## config.mk

```make
export PLATFORM = sky130hd
export DESIGN_NAME = restoring_div_seq
export DESIGN_NICKNAME = d
export VERILOG_FILES = /design/src/rtl/restoring_div_seq.sv
export SDC_FILE = /design/constraint.sdc
export NUM_CORES = 1
export LEC_CHECK = 0
export ABC_CLOCK_PERIOD_IN_PS = 2800
export BUFFER_PORTS_ARGS = -buffer_cell sky130_fd_sc_hd__buf_4
export CAP_MARGIN = 5
export CORE_ASPECT_RATIO = 1.5
export CORE_MARGIN = 2
export CORE_UTILIZATION = 40
export CTS_CLUSTER_SIZE = 20
export DETAILED_ROUTE_END_ITERATION = 8
export SETUP_SLACK_MARGIN = 0.15
export SYNTH_ARGS = -nofsm -noshare
export SYNTH_HDL_FRONTEND = slang
export SYNTH_SLANG_ARGS = --single-unit
```

## constraint.sdc

```tcl
create_clock -name clk -period 2.8 [get_ports clk]
set_input_delay 0.42 -clock clk [delete_from_list [all_inputs] [get_ports clk]]
set_output_delay 0.42 -clock clk [all_outputs]
set_load 0.01 [all_outputs]
```

## src/rtl/restoring_div_seq.sv

```systemverilog
// Multi-cycle radix-2 restoring divider: DW_N-bit dividend / DW_D-bit divisor,
// one quotient bit per clock, valid/ready handshakes on input and result.
module restoring_div_seq #(
    parameter int unsigned DW_N = 32,
    parameter int unsigned DW_D = 16
) (
    input  logic            clk,
    input  logic            rst_n,
    input  logic            in_valid,
    output logic            in_ready,
    input  logic [DW_N-1:0] dividend,
    input  logic [DW_D-1:0] divisor,
    output logic            out_valid,
    input  logic            out_ready,
    output logic [DW_N-1:0] quotient,
    output logic [DW_D-1:0] remainder,
    output logic            div_by_zero
);

    localparam int unsigned CW = (DW_N > 1) ? $clog2(DW_N) : 1;

    typedef enum logic [1:0] {IDLE, BUSY, DONE} state_t;

    state_t          state_q, state_d;
    logic [DW_D-1:0] dsr_q, dsr_d;
    logic [DW_N-1:0] q_q, q_d;
    logic [DW_D:0]   r_q, r_d;
    logic [CW-1:0]   cnt_q, cnt_d;
    logic [DW_N-1:0] quo_q, quo_d;
    logic [DW_D-1:0] rem_q, rem_d;
    logic            dbz_q, dbz_d;
    logic            vld_q, vld_d;

    logic            accept;
    logic [DW_D:0]   trial;
    logic [DW_D:0]   diff;
    logic            ge;
    logic [DW_N-1:0] q_next;
    logic [DW_D:0]   r_next;

    assign in_ready    = (state_q == IDLE) && rst_n;
    assign out_valid   = vld_q;
    assign quotient    = quo_q;
    assign remainder   = rem_q;
    assign div_by_zero = dbz_q;

    always_comb begin
        state_d = state_q;
        dsr_d   = dsr_q;
        q_d     = q_q;
        r_d     = r_q;
        cnt_d   = cnt_q;
        quo_d   = quo_q;
        rem_d   = rem_q;
        dbz_d   = dbz_q;
        vld_d   = vld_q;

        accept = in_valid && in_ready;
        trial  = {r_q[DW_D-1:0], q_q[DW_N-1]};
        diff   = trial - {1'b0, dsr_q};
        ge     = (trial >= {1'b0, dsr_q});
        q_next = {q_q[DW_N-2:0], ge};
        r_next = ge ? diff : trial;

        unique case (state_q)
            IDLE: begin
                if (accept) begin
                    if (divisor != '0) begin
                        state_d = BUSY;
                        dsr_d   = divisor;
                        q_d     = dividend;
                        r_d     = '0;
                        cnt_d   = '0;
                    end else begin
                        state_d = DONE;
                        quo_d   = '1;
                        rem_d   = dividend[DW_D-1:0];
                        dbz_d   = 1'b1;
                    end
                end
            end
            BUSY: begin
                q_d   = q_next;
                r_d   = r_next;
                cnt_d = cnt_q + CW'(1);
                if (cnt_q == CW'(DW_N - 1)) begin
                    state_d = DONE;
                    quo_d   = q_next;
                    rem_d   = r_next[DW_D-1:0];
                    dbz_d   = 1'b0;
                    vld_d   = 1'b1;
                end
            end
            DONE: begin
                // Zero-divisor path enters DONE with valid low; raise it one edge later.
                if (!vld_q) begin
                    vld_d = 1'b1;
                end else if (out_ready) begin
                    state_d = IDLE;
                    vld_d   = 1'b0;
                end
            end
            default: state_d = IDLE;
        endcase
    end

    always_ff @(posedge clk) begin
        if (!rst_n) begin
            state_q <= IDLE;
            dsr_q   <= '0;
            q_q     <= '0;
            r_q     <= '0;
            cnt_q   <= '0;
            quo_q   <= '0;
            rem_q   <= '0;
            dbz_q   <= 1'b0;
            vld_q   <= 1'b0;
        end else begin
            state_q <= state_d;
            dsr_q   <= dsr_d;
            q_q     <= q_d;
            r_q     <= r_d;
            cnt_q   <= cnt_d;
            quo_q   <= quo_d;
            rem_q   <= rem_d;
            dbz_q   <= dbz_d;
            vld_q   <= vld_d;
        end
    end

endmodule

```

==> impl_metrics.tcl, run 1 <==
set metrics [dict create \
    h-tree-depth 4 \
    vdd_drop_max_mv 0.413 \
    finalWirelength_um 17700 \
    hold_class "in2reg" \
    async_flop_share 0 \
    cts_tree "done" \
    gp_congestion 0.965 \
    port_buffers 102 \
    hold_slack_ns 0.251 \
    outcome "finished clean" \
    max_clock_freq_mhz 397 \
    worst-path-buf-inv 2 \
    critPathLaunchType "register" \
    cts_buffers 17 \
    final_nets 908 \
    crit_required_ns 3.13 \
    clockBufferDepth 2 \
    cp-end-kind "register" \
    diodes 0 \
    fillers 1463 \
    cts.hold.buffers_added 0 \
    cap_viol_max_count 0 \
    fin_total_pwr_w 0.00610 \
    cts.sinks 121 \
    synth-seq-area-share 0.401 \
    hold_viol_final 0 \
    ioPinCount 103 \
    num_vias 5787 \
    start_util 0.404 \
    grt_use_met3 0.0468 \
    finalMaxSlewViolations 0 \
    dpl_worst_slack_ns 0.120 \
    drtIter0Drc 322 \
    critPathKind "reg2reg" \
    synth_edf_count 0 \
    setup_ws_ns 0.279 \
    coreArea_um2 14900 \
    ys_ff_latch 121 \
    drc 0 \
    slowest_delay_ns 0.37 \
    viasPerCell 5.52 \
    wl_per_cell_um 16.9 \
    period_needed_ns 2.52 \
    timing.slew.headroom 0.389 \
    area_growth_pct 25.6 \
    crit_family "compound AO/OA/AOI/OAI gates" \
    syn_area_um2 6030 \
    drive_above_1_share 0.233 \
    slowest_stage "a221oi_4" \
    dominantRegCellSynth "dfxtp_1" \
    cp.arrival_ns 2.85 \
    grt-ovfl-total 0 \
    fp.dieArea_um2 16100 \
    rows 55 \
    syn-num-nets 822 \
    final_common_cell "nand2_1" \
    final-setup-viol-count 0 \
    critical_path.max_fanout 5 \
    firstDrtPassIters 5 \
    yosys_warnings 0 \
    cts-root-buf "clkbuf_16" \
    cts_setup_buffers 0 \
    power_density_nw_per_um2 805 \
    clock_latency_ns 0.42 \
    grtUsageMet1 0.255 \
    grtUsageMet2 0.404 \
    r2r_setup_slack_ns 0.28 \
    mostFrequentLayoutCells "128 x nand2_1, 121 x dfxtp_1, 121 x buf_4" \
    top_usage_layer "met2" \
    synth_area_per_cell_um2 8.04 \
    final_util 0.507 \
    antenna_left 0 \
    skew_ns 0.00740 \
    antenna_found_initial 0 \
    hpwlAfterDp_um 13000 \
    grt_pass1_wl_um 29200 \
    timing.critical_path.mode_cell "inv_1" \
    grt_max_degree 87 \
    hold_path_depth 3 \
    die_height_um 154 \
    worst_slew_pin_slew_ns 0.916 \
    synth.distinct_cells 74 \
    clk_pin_slew_ns 0.06 \
    die_w_um 104 \
    rsz0062_at_grt "no" \
    syn_inst 751 \
    grtUsageTotal 0.227 \
    grt_pass1_vias 5693 \
    power.leakage_nw 3.00 \
    fin_crit_sh 0.900 \
    tns_ns 0 \
    crit_chain "inv_1 > ha_2 > inv_1 > fa_2 > a21o_1 > a221oi_4 > o211ai_1 > a21oi_1 > xnor2_1 > nor3_2 > o31ai_2" \
    cp.depth 11 \
    rr_worst_depth 11 \
]
==> where the power goes <==
part           internal [W]  switching, W
combinational      0.000749       0.00121
clock               0.00143      0.000823
sequential          0.00182     0.0000810
==> registers in the layout, summed over array words and instances, names as in the netlist <==
| name | count |
|---|---|
| remainder | 16 |
| q_q | 32 |
| cnt_q | 5 |
| dsr_q | 16 |
| div_by_zero | 1 |
| r_q | 16 |
| state_q | 2 |
| quotient | 32 |
| out_valid | 1 |
==> cells by family (layout without fill, tap and decap cells) <==
logic type / Yosys count / after routing / synth area share
buffers and inverters: 77 / 175 / 0.0593
AND/OR/NAND/NOR: 295 / 295 / 0.224
XOR/XNOR: 12 / 12 / 0.0174
multiplexers: 3 / 3 / 0.00498
flip-flops: 121 / 121 / 0.401
AO/OA/AOI/OAI: 224 / 224 / 0.252
adder cells (fa/ha/maj): 19 / 19 / 0.0406
==> metrics by stage <==
stage                     cell area (um2)  cells
after floorplan                      6030    751
after global placement               6940   1017
after detailed placement             6940   1017
after CTS                            7560   1048
after global routing                 7580   1048
final                                7580   1048
==> layer usage <==
metal | wire length [um] | share of wire
met3 | 796 | 0.045
met2 | 9200 | 0.52
met4 | 737 | 0.042
met5 | 0 | 0
met1 | 7000 | 0.39
==> cells in the mapped netlist (6+ instances only) <==
library cell,number,share of area
nor2_1,64,0.040
a31oi_1,23,0.024
o21ai_0,48,0.040
a21o_1,6,0.0075
a21oi_1,68,0.056
o211ai_1,9,0.011
dfxtp_1,121,0.40
nand3_1,19,0.016
nand2_1,128,0.080
ha_1,18,0.037
inv_1,23,0.014
nor3_1,45,0.037
a211oi_1,6,0.0075
a311oi_1,16,0.023
buf_2,15,0.012
xnor2_1,10,0.015
clkbuf_1,27,0.017
==> final timing paths <==
check                                            from                    endpoint
worst max register to register   q_q[31]$_SDFFE_PN0P_  remainder[10]$_SDFFE_PN0P_
worst min-delay path                      divisor[14]      dsr_q[14]$_SDFFE_PN0P_
worst max-delay path             q_q[31]$_SDFFE_PN0P_  remainder[10]$_SDFFE_PN0P_
worst min register to register  dsr_q[9]$_SDFFE_PN0P_       dsr_q[9]$_SDFFE_PN0P_
==> timing repair <==
action / in CTS / in global routing
endpoints found under the hold margin: 0 / 0
gates resized for setup: 1 / 6
pin swaps: 0 / 4
setup endpoints to repair: 3 / 8
==> tightest hold or removal path, cell delays in order <==
cell and delay (ns):
buf_4 0.09, a21oi_1 0.05, nor2_1 0.07
==> layout make-up <==
type	count	area (um2)	share of cell area
Timing Repair Buffer	121	908	0.120
Tap cell	199	249	0.0329
Sequential cell	121	2420	0.320
Inverter	23	86.3	0.0114
Multi-Input combinational cell	553	3300	0.436
Clock buffer	18	439	0.0579
Clock inverter	13	169	0.0223
Note: power is estimated with default switching activity, not from simulation.
==> run 2, diff against run 1 <==
==> constraint.sdc (replaced) <==
create_clock -name clk -period 2.8 [get_ports clk]
set_input_delay 0.42 -clock clk [delete_from_list [all_inputs] [get_ports clk]]
set_output_delay 0.42 -clock clk [all_outputs]
set_load 0.005 [all_outputs]
==> impl_metrics.tcl, run 2 (synthesized netlist as in run 1, its figures left out) <==
set metrics [dict create \
    outcome "finished clean" \
    ioPinCount 103 \
    grt-ovfl-total 0 \
    cts-root-buf "clkbuf_16" \
    critical_path.max_fanout 5 \
    fin_total_pwr_w 0.00610 \
    r2r_setup_slack_ns 0.26 \
    rsz0062_at_grt "no" \
    diodes 0 \
    final_nets 908 \
    fp.dieArea_um2 16100 \
    stdcell_count 1048 \
    cts_setup_buffers 0 \
    area_growth_pct 25.3 \
    crit_chain "inv_1 > ha_2 > inv_1 > fa_1 > a21o_1 > a221oi_4 > o2111ai_1 > a21oi_1 > xnor2_1 > nand2_1 > a31oi_1" \
    coreArea_um2 14900 \
    slowest_stage "fa_1" \
    pwr-share-clk 0.369 \
    mostFrequentLayoutCells "128 x nand2_1, 121 x dfxtp_1, 121 x buf_4" \
    endpoint "remainder[12]$_SDFFE_PN0P_" \
    worst-path-buf-inv 2 \
    cts_buffers 17 \
    crit_required_ns 3.14 \
    grtUsageTotal 0.228 \
    grt_max_degree 87 \
    drc 0 \
    grt_pass1_wl_um 29200 \
    die_height_um 154 \
    antenna_left 0 \
    startpoint "q_q[31]$_SDFFE_PN0P_" \
    cp.arrival_ns 2.88 \
    viasPerCell 5.50 \
    drtIter0Drc 297 \
    grt_pass1_vias 5690 \
    firstDrtPassIters 5 \
    seqPwrFrac 0.311 \
    vdd_drop_max_mv 0.438 \
    timing.slew.headroom 0.362 \
    cts.sinks 121 \
    r2r-start "q_q[31]$_SDFFE_PN0P_" \
    cp.depth 11 \
    finalMaxSlewViolations 0 \
    hpwlAfterDp_um 13000 \
    max_clock_freq_mhz 394 \
    gp_congestion 0.968 \
    cts_tree "done" \
    antenna_found_initial 0 \
    finalWirelength_um 17900 \
    port_buffers 102 \
    hold_viol_final 0 \
    num_vias 5768 \
    slowest_delay_ns 0.41 \
    final_common_cell "nand2_1" \
    final-setup-viol-count 0 \
    wl_per_cell_um 17.1 \
    power_density_nw_per_um2 807 \
    critPathLaunchType "register" \
    swShare 0.351 \
    h-tree-depth 4 \
    final_util 0.506 \
    cap_viol_max_count 0 \
    clk_pin_slew_ns 0.06 \
    skew_ns 0.00866 \
    worst_slew_pin_slew_ns 0.958 \
    critPathKind "reg2reg" \
    power.leakage_nw 2.98 \
    crit_family "compound AO/OA/AOI/OAI gates" \
    timing.critical_path.mode_cell "inv_1" \
    cp-end-kind "register" \
    hold_class "in2reg" \
    drive_above_1_share 0.231 \
    cts.hold.buffers_added 0 \
    clock_latency_ns 0.42 \
    internal_power_w 0.00396 \
    start_util 0.404 \
    clockBufferDepth 2 \
    placedCellCount 1017 \
    worstReg2RegEnd "remainder[12]$_SDFFE_PN0P_" \
    period_needed_ns 2.54 \
    rr_worst_depth 11 \
    combPwrFrac 0.319 \
    rows 55 \
    tns_ns 0 \
    die_w_um 104 \
    fin_crit_sh 0.907 \
    p_sw_w 0.00214 \
]
run 2: worst min path at each step:
stage / end / depth (start not counted) / slack, ns / start
after floorplan: dsr_q[10]$_SDFFE_PN0P_ / 2 / 0.44 / dsr_q[10]$_SDFFE_PN0P_
after global placement: dsr_q[13]$_SDFFE_PN0P_ / 2 / 0.45 / dsr_q[13]$_SDFFE_PN0P_
after detailed placement: dsr_q[10]$_SDFFE_PN0P_ / 2 / 0.45 / dsr_q[10]$_SDFFE_PN0P_
after CTS: dsr_q[14]$_SDFFE_PN0P_ / 3 / 0.24 / divisor[14]
after global routing: dsr_q[12]$_SDFFE_PN0P_ / 3 / 0.25 / divisor[12]
final: dsr_q[14]$_SDFFE_PN0P_ / 3 / 0.25 / divisor[14]
run 2: worst min-delay path: cells and delay by family:
| kind | cells | cell delay [ns] |
|---|---|---|
| AOI/OAI and AO/OA | 1 | 0.05 |
| buffers and inverters | 1 | 0.09 |
| and+or+nand+nor | 1 | 0.07 |
run 2: cell type report:
type,count,area [um2]
Fill cell,1456,7370
Multi-Input combinational cell,553,3300
Sequential cell,121,2420
Timing Repair Buffer,121,908
Clock buffer,17,425
Tap cell,199,249
Clock inverter,14,174
Inverter,23,86.3
run 2: metrics by stage:
step | cell area [um2] | setup slack (ns) | hold WS, ns
floorplan | 6030 | 0.455 | 0.436
global placement | 6940 | 0.202 | 0.446
detailed placement | 6940 | 0.128 | 0.448
CTS | 7550 | 0.209 | 0.242
global route | 7560 | 0.130 | 0.253
finish | 7560 | 0.260 | 0.249
run 2: power by group through the flow:
stage / logic (W) / registers [W] / clock network, W
2_1_floorplan: 0.00155 / 0.00190 / 0
3_3_place_gp: 0.00189 / 0.00193 / 0
3_5_place_dp: 0.00191 / 0.00193 / 0
4_1_cts: 0.00193 / 0.00190 / 0.00228
5_1_grt: 0.00211 / 0.00191 / 0.00236
6_report: 0.00195 / 0.00190 / 0.00225
run 2: what timing repair did:
action | 4_1_cts | 5_1_grt
pin swaps | 0 | 8
setup endpoints to repair | 2 | 8
resized for setup | 1 | 3
run 2: routing by layer:
metal,wire (um),global-route usage
met5,0,0
met4,572,0.0920
met3,736,0.0480
met2,9370,0.413
met1,7270,0.259
==> run 3, diff against run 2 <==
--- a/config.mk
+++ b/config.mk
@@ -5,14 +5,15 @@
 export SDC_FILE = /design/constraint.sdc
 export NUM_CORES = 1
 export LEC_CHECK = 0
-export ABC_CLOCK_PERIOD_IN_PS = 2800
+export ABC_CLOCK_PERIOD_IN_PS = 2300
 export BUFFER_PORTS_ARGS = -buffer_cell sky130_fd_sc_hd__buf_4
 export CAP_MARGIN = 5
 export CORE_ASPECT_RATIO = 1.5
-export CORE_MARGIN = 2
+export CORE_MARGIN = 4
 export CORE_UTILIZATION = 40
 export CTS_CLUSTER_SIZE = 20
 export DETAILED_ROUTE_END_ITERATION = 8
+export PLACE_DENSITY = 0.67
 export SETUP_SLACK_MARGIN = 0.15
 export SYNTH_ARGS = -nofsm -noshare
 export SYNTH_HDL_FRONTEND = slang
==> constraint.sdc (replaced) <==
create_clock -name clk -period 2.3 [get_ports clk]
set_input_delay 0.345 -clock clk [delete_from_list [all_inputs] [get_ports clk]]
set_output_delay 0.345 -clock clk [all_outputs]
set_load 0.005 [all_outputs]
==> impl_metrics.tcl, run 3 (synthesized netlist as in run 1, its figures left out) <==
set metrics [dict create \
    final_common_cell "buf_4" \
    start_util 0.412 \
    vdd_drop_max_mv 0.719 \
    drive_above_1_share 0.372 \
    worst-path-buf-inv 3 \
    setup_ws_ns -0.0907 \
    coreArea_um2 14700 \
    min-delay-start "divisor[2]" \
    placedCellCount 1066 \
    slowest_stage "fa_2" \
    crit_family "compound AO/OA/AOI/OAI gates" \
    port_buffers 102 \
    power.leakage_nw 3.48 \
    firstDrtPassIters 5 \
    worstReg2RegEnd "remainder[14]$_SDFFE_PN0P_" \
    clk_pin_slew_ns 0.06 \
    drtIter0Drc 387 \
    p_sw_w 0.00327 \
    final_util 0.599 \
    min_to "dsr_q[2]$_SDFFE_PN0P_" \
    finalMaxSlewViolations 0 \
    hold_viol_final 0 \
    critPathKind "reg2reg" \
    antenna_left 0 \
    num_vias 6260 \
    hold_path_depth 3 \
    crit_required_ns 2.59 \
    cap_viol_max_count 0 \
    antenna_found_initial 0 \
    cp.arrival_ns 2.68 \
    ioPinCount 103 \
    grt-ovfl-total 0 \
    final-setup-viol-count 11 \
    critPathLaunchType "register" \
    rows 54 \
    dpl_cell_area_um2 7420 \
    h-tree-depth 4 \
    cp.depth 12 \
    cts.sinks 121 \
    diodes 0 \
    period_needed_ns 2.39 \
    die_w_um 108 \
    rsz0062_at_grt "yes" \
    drc 0 \
    worst_slew_pin_slew_ns 0.736 \
    wl_per_cell_um 17.8 \
    timing.slew.headroom 0.508 \
    cp-end-kind "register" \
    r2r-start "q_q[31]$_SDFFE_PN0P_" \
    fp.dieArea_um2 17200 \
    crit_chain "inv_2 > ha_4 > inv_2 > fa_2 > a21o_1 > a221oi_4 > buf_6 > nand4b_1 > nand3_1 > xor2_1 > a22oi_2 > o22ai_1" \
    cts_buffers 17 \
    clockBufferDepth 2 \
    max_clock_freq_mhz 418 \
    die_height_um 158 \
    viasPerCell 5.58 \
    grt_max_degree 47 \
    hpwlAfterDp_um 13400 \
    power_density_nw_per_um2 1030 \
    final_cell_area_um2 8780 \
    combPwrFrac 0.458 \
    grt_pass1_vias 6000 \
    internal_power_w 0.00581 \
    mostFrequentLayoutCells "174 x buf_4, 125 x nand2_1, 112 x dfxtp_1" \
    area_growth_pct 45.4 \
    timing.critical_path.mode_cell "inv_2" \
    final_nets 983 \
    cts_tree "done" \
    swShare 0.360 \
    critical_path.max_fanout 4 \
    fin_crit_sh 1.04 \
    cts-root-buf "clkbuf_16" \
    gp_congestion 0.933 \
    hold_slack_ns 0.178 \
    stdcell_count 1121 \
    grt_pass1_wl_um 30300 \
    rr_worst_depth 12 \
    violations "setup timing" \
    finalWirelength_um 19900 \
    hold_class "in2reg" \
    grtUsageTotal 0.227 \
    slowest_delay_ns 0.34 \
    pwr-share-clk 0.286 \
    clock_latency_ns 0.41 \
    r2r_setup_slack_ns -0.09 \
    skew_ns 0.00435 \
    seqPwrFrac 0.257 \
    outcome "finished, violations left" \
]
-- run 3: stage by stage --
stage | setup WS (ns) | TNS (ns) | total power (W)
2_1_floorplan | 0.101 | 0 | 0.00422
3_3_place_gp | -0.0192 | -0.0240 | 0.00494
3_5_place_dp | -0.0361 | -0.243 | 0.00497
4_1_cts | -0.0187 | -0.0236 | 0.00838
5_1_grt | -0.189 | -1.85 | 0.00941
6_report | -0.0907 | -0.346 | 0.00908
-- run 3: power groups by stage --
stage / Combinational (W) / Sequential [W] / Clock [W]
CTS: 0.00346 / 0.00231 / 0.00261
detailed placement: 0.00262 / 0.00235 / 0
global placement: 0.00259 / 0.00235 / 0
floorplan: 0.00190 / 0.00232 / 0
finish: 0.00416 / 0.00233 / 0.00259
global route: 0.00436 / 0.00234 / 0.00270
-- run 3: timing repair --
| action | CTS | global route |
|---|---|---|
| hold buffers | 0 | 0 |
| endpoints found under the hold margin | 0 | 0 |
| buffers inserted | 13 | 9 |
| gates resized for setup | 62 | 47 |
| endpoints found under the setup margin | 48 | 34 |
| gates cloned | 1 | 0 |
| pin swaps | 32 | 35 |
-- run 3: worst max-delay path by stage --
stage,slack [ns],startpoint,endpoint
2_1_floorplan,0.10,q_q[31]$_SDFFE_PN0P_,remainder[10]$_SDFFE_PN0P_
3_3_place_gp,-0.02,dsr_q[12]$_SDFFE_PN0P_,remainder[15]$_SDFFE_PN0P_
3_5_place_dp,-0.04,q_q[31]$_SDFFE_PN0P_,r_q[8]$_SDFFE_PN0P_
4_1_cts,-0.02,q_q[31]$_SDFFE_PN0P_,r_q[10]$_SDFFE_PN0P_
5_1_grt,-0.19,r_q[0]$_SDFFE_PN0P_,r_q[10]$_SDFFE_PN0P_
6_report,-0.09,q_q[31]$_SDFFE_PN0P_,remainder[14]$_SDFFE_PN0P_
-- run 3: area by class of cell --
cell class / count / area, um2
fill: 1266 / 5890
tap: 196 / 245
clock inverter: 11 / 121
sequential: 121 / 2430
inverter: 23 / 88.8
clock buffer: 21 / 450
timing repair buffer: 195 / 1610
multi-input combinational: 554 / 3820
-- run 3: worst register-to-register path: stages, from the launching register on --
cell	delay, ns
dfxtp_2	0.33
inv_2	0.06
ha_4	0.13
inv_2	0.04
fa_2	0.34
a21o_1	0.22
a221oi_4	0.30
buf_6	0.15
nand4b_1	0.13
nand3_1	0.11
xor2_1	0.17
a22oi_2	0.18
o22ai_1	0.12
-- run 3: per-layer routing --
metal  wire [um]  GRT usage  up-vias  part of all wire
met5           0          0        -                 0
met4         983      0.121        0             0.049
met3        1210     0.0462       75             0.061
met2       10000      0.390      248              0.50
met1        7720      0.264     2945              0.39
li1            -          -     2992                 -
